<file path="config.mk">
export PLATFORM = sky130hd
export DESIGN_NAME = spram_req_ctrl
export DESIGN_NICKNAME = d
export VERILOG_FILES = /design/src/rtl/spram_req_ctrl.sv
export SDC_FILE = /design/constraint.sdc
export NUM_CORES = 1
export LEC_CHECK = 0
export BUFFER_PORTS_ARGS = -buffer_cell sky130_fd_sc_hd__buf_4
export CORE_AREA = 2 2 227 229
export CTS_BUF_LIST = sky130_fd_sc_hd__clkbuf_8 sky130_fd_sc_hd__clkbuf_16
export CTS_CLUSTER_SIZE = 16
export DETAILED_ROUTE_END_ITERATION = 7
export DIE_AREA = 0 0 229 231
export GPL_ROUTABILITY_DRIVEN = 1
export PLACE_DENSITY = 0.6
export SYNTH_ARGS = -nofsm -noshare
export SYNTH_HDL_FRONTEND = slang
export SYNTH_SLANG_ARGS = --single-unit
</file>
<file path="constraint.sdc">
create_clock -name clk -period 7.65 [get_ports clk]
set_input_delay 0.765 -clock clk [delete_from_list [all_inputs] [get_ports clk]]
set_output_delay 0.765 -clock clk [all_outputs]
set_load 0.02 [all_outputs]
</file>
<file path="src/rtl/spram_req_ctrl.sv">
// Round-robin write/read arbiter for the 256x128 byte-maskable single-port SRAM.
// Read data lands in a credit-protected response FIFO so the consumer may stall.
module spram_req_ctrl #(
    parameter int ADDR_W    = 8,
    parameter int DATA_W    = 128,
    parameter int BE_W      = 16,
    parameter int RSP_DEPTH = 2
) (
    input  logic              clk,
    input  logic              rst_n,
    input  logic              wr_valid,
    output logic              wr_ready,
    input  logic [ADDR_W-1:0] wr_addr,
    input  logic [DATA_W-1:0] wr_data,
    input  logic [BE_W-1:0]   wr_be,
    input  logic              rd_valid,
    output logic              rd_ready,
    input  logic [ADDR_W-1:0] rd_addr,
    output logic              rsp_valid,
    input  logic              rsp_ready,
    output logic [DATA_W-1:0] rsp_data,
    output logic              ram_ceb,
    output logic              ram_web,
    output logic [ADDR_W-1:0] ram_a,
    output logic [DATA_W-1:0] ram_d,
    output logic [BE_W-1:0]   ram_bweb,
    input  logic [DATA_W-1:0] ram_q,
    output logic              busy
);

    localparam int PTR_W = (RSP_DEPTH > 1) ? $clog2(RSP_DEPTH) : 1;
    localparam int CNT_W = $clog2(RSP_DEPTH + 1);
    localparam logic [CNT_W:0]   DEPTH_C = (CNT_W + 1)'(RSP_DEPTH);
    localparam logic [PTR_W-1:0] LAST_P  = PTR_W'(RSP_DEPTH - 1);

    logic              last_rd;
    logic              inflight;
    logic [CNT_W-1:0]  count;
    logic [PTR_W-1:0]  wr_ptr;
    logic [PTR_W-1:0]  rd_ptr;
    logic [DATA_W-1:0] fifo_mem [RSP_DEPTH];

    logic              push;
    logic              pop;
    logic [CNT_W:0]    occ;
    logic              credit;
    logic              wr_elig;
    logic              rd_elig;
    logic              grant_wr;
    logic              grant_rd;

    assign push      = inflight;
    assign rsp_valid = (count != '0);
    assign pop       = rsp_valid & rsp_ready;
    assign rsp_data  = fifo_mem[rd_ptr];
    assign busy      = inflight | rsp_valid;

    // Occupancy a new read would see: buffered + in flight, minus this cycle's pop.
    assign occ    = {1'b0, count} + (CNT_W + 1)'(inflight) - (CNT_W + 1)'(pop);
    assign credit = (occ < DEPTH_C);

    assign wr_elig = rst_n & wr_valid;
    assign rd_elig = rst_n & rd_valid & credit;

    // Grant one requester per cycle; alternate when both are eligible.
    always_comb begin
        grant_wr = 1'b0;
        grant_rd = 1'b0;
        if (wr_elig && rd_elig) begin
            grant_wr = last_rd;
            grant_rd = ~last_rd;
        end else begin
            grant_wr = wr_elig;
            grant_rd = rd_elig;
        end
    end

    assign wr_ready = grant_wr;
    assign rd_ready = grant_rd;

    // RAM pins follow the grant in the handshake cycle; idle when nothing granted.
    always_comb begin
        ram_ceb  = 1'b1;
        ram_web  = 1'b1;
        ram_a    = '0;
        ram_d    = '0;
        ram_bweb = '1;
        if (grant_wr) begin
            ram_ceb  = 1'b0;
            ram_web  = 1'b0;
            ram_a    = wr_addr;
            ram_d    = wr_data;
            ram_bweb = ~wr_be;
        end else if (grant_rd) begin
            ram_ceb  = 1'b0;
            ram_a    = rd_addr;
        end
    end

    // Arbiter history and read-in-flight flag.
    always_ff @(posedge clk or negedge rst_n) begin
        if (!rst_n) begin
            last_rd  <= 1'b1;
            inflight <= 1'b0;
        end else begin
            if (grant_wr) begin
                last_rd <= 1'b0;
            end else if (grant_rd) begin
                last_rd <= 1'b1;
            end
            inflight <= grant_rd;
        end
    end

    // Response FIFO pointers and occupancy.
    always_ff @(posedge clk or negedge rst_n) begin
        if (!rst_n) begin
            wr_ptr <= '0;
            rd_ptr <= '0;
            count  <= '0;
        end else begin
            if (push) begin
                wr_ptr <= (wr_ptr == LAST_P) ? '0 : wr_ptr + 1'b1;
            end
            if (pop) begin
                rd_ptr <= (rd_ptr == LAST_P) ? '0 : rd_ptr + 1'b1;
            end
            unique case ({push, pop})
                2'b10:   count <= count + 1'b1;
                2'b01:   count <= count - 1'b1;
                default: count <= count;
            endcase
        end
    end

    // Response FIFO storage; captures RAM data the cycle after a read grant.
    always_ff @(posedge clk or negedge rst_n) begin
        if (!rst_n) begin
            for (int i = 0; i < RSP_DEPTH; i++) begin
                fifo_mem[i] <= '0;
            end
        end else if (push) begin
            fifo_mem[wr_ptr] <= ram_q;
        end
    end

endmodule

</file>
==> summary.md, run 1 <==
| Metric | Value |
|---|---|
| Fraction of layout cells with a size suffix above 1 | 74.5% |
| DP Worst Slack | 3.40 ns |
| Gate Count Post-Synth | 908 |
| Largest net degree at the start of global routing | 147 |
| Post-Synth Adder-Cell Area | 0.160% |
| Die height | 231 um |
| M1 WL | 18.5 mm |
| Total CTS buffers | 30 |
| Simple-Gate Fraction of Synth Area | 9.05% |
| Die width | 229 um |
| Total chip power | 7.66 mW |
| Final worst setup slack | 3.13 ns |
| Core box area | 0.0507 sq mm |
| Worst path cell trace | and3b_2, a21oi_1, nand2b_1, fa_1, xor2_2, o21a_4, and2_2, buf_4 |
| Ports | 579 |
| Sequential share of the synthesized area | 52.4% |
| WS Path Type | reg -> out |
| Met2 wire length | 27.6 mm |
| Detailed Route Iter0 Violations | 335 |
| Maximum VDD drop | 0.157 mV |
| Area occupied by multi-input gates | 0.00563 sq mm |
| Post-CTS Hold Buffers | 0 |
| Full die area | 0.0529 sq mm |
| Ys flop type | dfrtp_1 |
| Final Hold Fails | 0 |
| HPWL Detailed | 39.5 mm |
| Post-synthesis mux area share | 34.6% |
| Clock Pin Slew Worst Setup and Hold Paths | 0.06 ns |
| Rel. slew slack | 20.9% |
| Clock Sinks | 262 |
| Layout fillers | 5079 |
| Most frequent cells in the layout | buf_4 (586), mux2_2 (384), dfrtp_1 (260) |
| Synth unique cells | 31 |
| Max incr delay on CP | 0.95 ns |
| Status | complete, no violations |
| CP required | 6.88 ns |
| Worst setup SP type | flip-flop |
| H-tree levels | 1 |
| GR Util All Layers | 18.5% |
| Initial Util | 24.7% |
| Drt wl/cell | 23.5 um |
| Layout area overhead | 47.9% |
| Synth Area in Compound Gates | 0.730% |
| Register area | 0.00656 sq mm |
| Power per cell area | 414 mW/mm^2 |
| Synth warn | 0 |
| Most common cell after layout, fill and taps aside | buf_4 |
| Max Slew Vio Count | 0 |
| First-pass GRT wire length | 72.3 mm |
| Number of global-route vias before repair | 10300 |
| Syn Area/Cell | 13.8 sq um |
| Mapped Nets | 1202 |
| Measured slew at the worst slew-check pin | 1.19 ns |
| Post-CTS setup buffers | 0 |
| Largest family of logic cells by synthesized area | multiplexers |
| # setup viols final | 0 |
| Post_cts resized | 0 |
| Number of synthesized flops with an enable pin | 0 |
| DR vias/cell | 4.40 |
| DRC Markers | 0 |
| CP arrival | 3.75 ns |
| Clock Tree Buf Depth | 3 |
| Clock Skews | 0.0154 ns |
| Crit Path Max Fanout | 146 |
| Reg2Reg Depth | 3 |
| Clk_lat worst skew | 0.57 ns |
| Final setup TNS | 0 ns |
| DP Area | 0.0175 sq mm |
| Number of detailed-route iterations in the first pass | 5 |
| Max-Cap Viols | 0 |
| Highest metal used | met5 |
| Layout Nets | 1759 |
| Leak | 8.63 nW |
| Vias post-DR | 9555 |
| Post-route core utilization | 36.5% |
| Design Area, Final | 0.0185 sq mm |
| PortBufs | 578 |
| Xor/xnor share of the synthesized area | 0.340% |
| Gr ovfl total | 0 |
| CTS tree | built |
| RD Place Congestion | 0.934 |
| Tmin final | 4.52 ns |
| Setup repair after global routing missed its margin | false |
| Initial antenna violation count | 10 |
| Post-Route WL | 51.0 mm |
| Worst min path class | in -> async |
| CTS root buffer | clkbuf_16 |
| Antenna Nets Post-Route | 0 |
| Final worst-path cycle share | 59.1% |
| Yosys reg bits | 262 |
| Max frequency | 0.221 GHz |
| CP max-delay cell | o21a_4 |
| Asr flop ratio synth | 100% |
| Rows | 83 |
| Met3 wire len | 3.70 mm |
| Post-Syn Area | 0.0125 sq mm |
| Crit. End Element | output pin |
==> synthesized netlist by cell type (2+ instances only) <==
library cell	instances	area share (%)
mux2_2	384	35
dfrtp_1	261	52
and2_2	80	4.8
and2_1	49	2.5
buf_2	41	1.6
nand2_1	36	1.1
clkbuf_2	13	0.52
o22ai_1	9	0.45
a21oi_1	3	0.12
buf_4	3	0.18
clkbuf_1	3	0.090
inv_1	3	0.090
buf_6	2	0.18
nand2b_1	2	0.10
nor3_1	2	0.080
xnor2_1	2	0.14
==> sequential cells by signal, summed over array words and instances, names as in the netlist <==
name      count
count         2
fifo_mem    256
inflight      1
last_rd       1
rd_ptr        1
wr_ptr        1
==> cell families after synthesis <==
logic type | count (synthesis)
buffers and inverters | 65
AND/OR/NAND/NOR | 178
AO/OA/AOI/OAI | 14
multiplexers | 384
adder cells (fa/ha/maj) | 1
XOR/XNOR | 4
flip-flops | 262
==> path summary, 6_finish.rpt <==
path	start	to	slack [ns]
hold reg to reg	last_rd	last_rd	0.49
max in group asynchronous	rst_n	rd_ptr	6.16
setup reg to reg	inflight	fifo_mem[20]	4.79
min in group clk	ram_q[110]	fifo_mem[110]	0.43
setup / recovery	count[1]	ram_d[52]	3.13
hold / removal	rst_n	fifo_mem[44]	0.14
==> per-layer routing <==
layer / vias up / global-route usage, %
li1: 4251 / -
met5: - / 0
met3: 67 / 4.99
met2: 386 / 35.4
met4: 4 / 4.57
met1: 4847 / 20.2
==> report_power, final <==
part	switching (mW)	leakage [nW]	internal (mW)
Combinational	1.75	5.02	1.94
Clock	0.571	0.526	0.898
Sequential	0.411	3.09	2.09
==> area by class of cell <==
class                           instances  share of cell area, %
Sequential cell                       262                   35.5
Multi-Input combinational cell        581                   30.4
Timing Repair Buffer                  587                   23.9
Tap cell                              680                   4.60
Clock buffer                           36                   4.51
Clock inverter                         15                  0.981
Antenna cell                            6                 0.0812
Inverter                                3                 0.0609
==> worst max-delay path: cells and delay by family (launching register included) <==
family                   cells  cell delay, ns
AO/OA/AOI/OAI                2            1.01
AND/OR/NAND/NOR              3            0.75
flip-flops                   1            0.51
adder cells (fa/ha/maj)      1            0.44
XOR/XNOR                     1            0.26
buffers and inverters        1            0.15
==> stage by stage <==
step                std cells  hold slack (ns)
floorplan                 908            0.457
global placement         2113            0.470
detailed placement       2113            0.482
CTS                      2164            0.132
global route             2169            0.134
finish                   2170            0.139
No activity file was read; power rests on OpenSTA's default activity.
==> run 2, diff against run 1 <==
ABC_AREA = 1   (was unset)
CORE_AREA = 2 2 226 228   (was 2 2 227 229)
DIE_AREA = 0 0 228 230   (was 0 0 229 231)
PLACE_DENSITY = 0.62   (was 0.6)
clock period = 4.7 ns   (was 7.65 ns; I/O delays follow)
==> run 2 against run 1 <==
  * Clock-buffer cell count shrank 4
  * Wire length increased by 16%
  * Flip-flop and latch count is the same
  * Combinational power grew 69%
  * Sequential share of layout area shrank 0.63 points
  * Synthesized cell count grew 90%
  * Final area increased by 1.8%
  * Highest routed layer unchanged
==> summary.md, run 2 <==
| Metric | Value |
|---|---|
| Status | complete, no violations |
| Full die area | 0.0524 sq mm |
| Mapped Nets | 2020 |
| Gate Count Post-Synth | 1726 |
| Synth area leaders | dfrtp_1 (50%), nand2_1 (19%), inv_1 (7.6%) |
| Tmin final | 4.02 ns |
| Drt wl/cell | 20.1 um |
| Clk_lat worst skew | 0.57 ns |
| Largest register by flop count | fifo_mem |
| Number of synthesized flops with an enable pin | 0 |
| WS Path Type | reg -> out |
| Rel. slew slack | 18.8% |
| Total chip power | 12.5 mW |
| Reg2Reg Depth | 3 |
| Layout fillers | 5316 |
| Clock Pin Slew Worst Setup and Hold Paths | 0.06 ns |
| Post_cts resized | 0 |
| Final setup TNS | 0 ns |
| CTS root buffer | clkbuf_16 |
| Hold Crit Depth | 3 |
| Post-Route WL | 59.2 mm |
| Layout Nets | 2538 |
| Initial Util | 26.4% |
| Area leader, netlist | dfrtp_1 |
| Antenna Nets Post-Route | 0 |
| Post-CTS setup buffers | 0 |
| Ys flop type | dfrtp_1 |
| Top cells by count, synth | nand2_1 (677), inv_1 (265), dfrtp_1 (261), o21ai_0 (139), nor2_1 (131) |
| Final worst setup slack | 0.680 ns |
| Area occupied by multi-input gates | 0.00493 sq mm |
| H-tree levels | 1 |
| GR Util All Layers | 21.8% |
| Gr ovfl total | 0 |
| Synth unique cells | 24 |
| PortBufs | 578 |
| HPWL Detailed | 46.1 mm |
| Minimum hold slack | 0.165 ns |
| Syn Area/Cell | 7.63 sq um |
| Detailed Route Iter0 Violations | 901 |
| DRC Markers | 0 |
| Die height | 230 um |
| Yosys reg bits | 262 |
| Most frequent cells in the layout | nand2_1 (676), buf_4 (581), inv_1 (272) |
| RD Place Congestion | 1.08 |
| Rows | 82 |
| Max-Cap Viols | 0 |
| Final Hold Fails | 0 |
| R2R Path Start | inflight |
| Core box area | 0.0499 sq mm |
| Dpl cells | 2883 |
| Hold path start | ram_q[8] |
| Design Area, Final | 0.0188 sq mm |
| Total CTS buffers | 30 |
| Largest regs | fifo_mem x256, count x2 |
| Measured slew at the worst slew-check pin | 1.22 ns |
| Max Slew Vio Count | 0 |
| Non-Filler Instances | 2951 |
| Worst R2R End | fifo_mem[31] |
| Power per cell area | 666 mW/mm^2 |
| Most frequent cell after synthesis | nand2_1 |
| Max FFs per register | 256 |
| Layout area overhead | 43.0% |
| Final worst-path cycle share | 85.5% |
| Worst min path class | in -> reg |
| Fraction of layout cells with a size suffix above 1 | 33.2% |
| Initial antenna violation count | 26 |
| Die width | 228 um |
| # setup viols final | 0 |
| CTS tree | built |
| Hold endpoint | fifo_mem[136] |
| Clock Sinks | 262 |
| Clock Skews | 0.0177 ns |
| Most common cell after layout, fill and taps aside | nand2_1 |
| Setup repair after global routing missed its margin | false |
| Post-route core utilization | 37.8% |
| DR vias/cell | 4.31 |
| Vias post-DR | 12700 |
| Maximum VDD drop | 0.370 mV |
| Asr flop ratio synth | 100% |
| Number of global-route vias before repair | 12300 |
| CP arrival | 3.55 ns |
| Top cell type's share of synthesized area | 49.6% |
| CP required | 4.23 ns |
| Ports | 579 |
| Worst setup SP type | flip-flop |
| Post-Syn Area | 0.0132 sq mm |
| Sequential share of the synthesized area | 49.8% |
| Register area | 0.00656 sq mm |
| Worst reg2reg setup slack | 2.55 ns |
| Crit Path Max Fanout | 87 |
| Largest net degree at the start of global routing | 177 |
| Synth warn | 0 |
| Clock Tree Buf Depth | 3 |
| Number of detailed-route iterations in the first pass | 5 |
| Max frequency | 0.249 GHz |
| First-pass GRT wire length | 84.2 mm |
| Leak | 10.9 nW |
| DP Worst Slack | 1.14 ns |
| DP Area | 0.0178 sq mm |
| Crit. End Element | output pin |
[run 2: cell types whose count changed after synthesis, moves of 80 or more]
cell | previous run | this run
nor2_1 | 1 | 131
inv_1 | 3 | 265
o21ai_2 | 0 | 110
nand2_1 | 36 | 677
and2_2 | 80 | 0
o21ai_0 | 1 | 139
mux2_2 | 384 | 0
[run 2: how the worst max path moves through the flow]
| stage | startpoint | endpoint | slack [ns] | cells past startpoint |
|---|---|---|---|---|
| 3_5_place_dp | rsp_ready | ram_d[17] | 1.14 | 12 |
| 4_1_cts | count[1] | ram_d[17] | 0.65 | 12 |
| 2_1_floorplan | rsp_ready | ram_bweb[10] | 2.01 | 10 |
| 5_1_grt | count[1] | ram_d[17] | 0.31 | 12 |
| 6_report | count[1] | ram_d[73] | 0.68 | 12 |
| 3_3_place_gp | rsp_ready | ram_d[34] | 1.22 | 12 |
[run 2: where the power goes]
group | total, mW | internal (mW) | switching [mW]
Clock | 2.24 | 1.31 | 0.935
Sequential | 4.07 | 3.38 | 0.692
Combinational | 6.22 | 2.40 | 3.82
[run 2: area by class of cell]
class | instances | share of cell area [%]
timing repair buffer | 589 | 23.9
antenna | 14 | 0.186
inverter | 267 | 5.34
clock inverter | 21 | 0.824
multi-input combinational | 1094 | 26.2
clock buffer | 32 | 4.19
sequential | 262 | 34.9
tap | 672 | 4.47
[run 2: logic make-up (layout without fill, tap and decap cells)]
logic type	after synthesis	in the layout	share of synthesized area, %
AOI/OAI and AO/OA	260	260	13.0
xor gates and xnor gates	2	2	0.133
adders and majority gates	1	1	0.152
buffers and inverters	370	909	12.8
DFF	262	262	49.8
other	0	14	0
and+or+nand+nor	831	831	24.0
[run 2: critical path, cell delays in order, from the launching register on]
cell	delay [ns]
dfrtp_1	0.47
nand3_1	0.13
o21ai_0	0.14
nand2_1	0.12
fa_1	0.42
inv_1	0.06
nand2_1	0.04
nand2_1	0.25
nand3_2	0.27
nand2_4	0.42
buf_12	0.35
nor2_1	0.10
buf_4	0.17
[run 2: timing repair]
| action | 4_1_cts | 5_1_grt |
|---|---|---|
| setup endpoints to repair | 0 | 0 |
| hold buffers | 1 | 0 |
| endpoints found under the hold margin | 26 | 0 |
[run 2: per-layer routing]
layer  routed length, um  global-route usage, %  share of wire [%]
met5                 143                      0               0.24
met2               28600                   36.3                 48
met3                5690                   9.56                9.6
met4                2480                   9.64                4.2
met1               22400                   24.3                 38
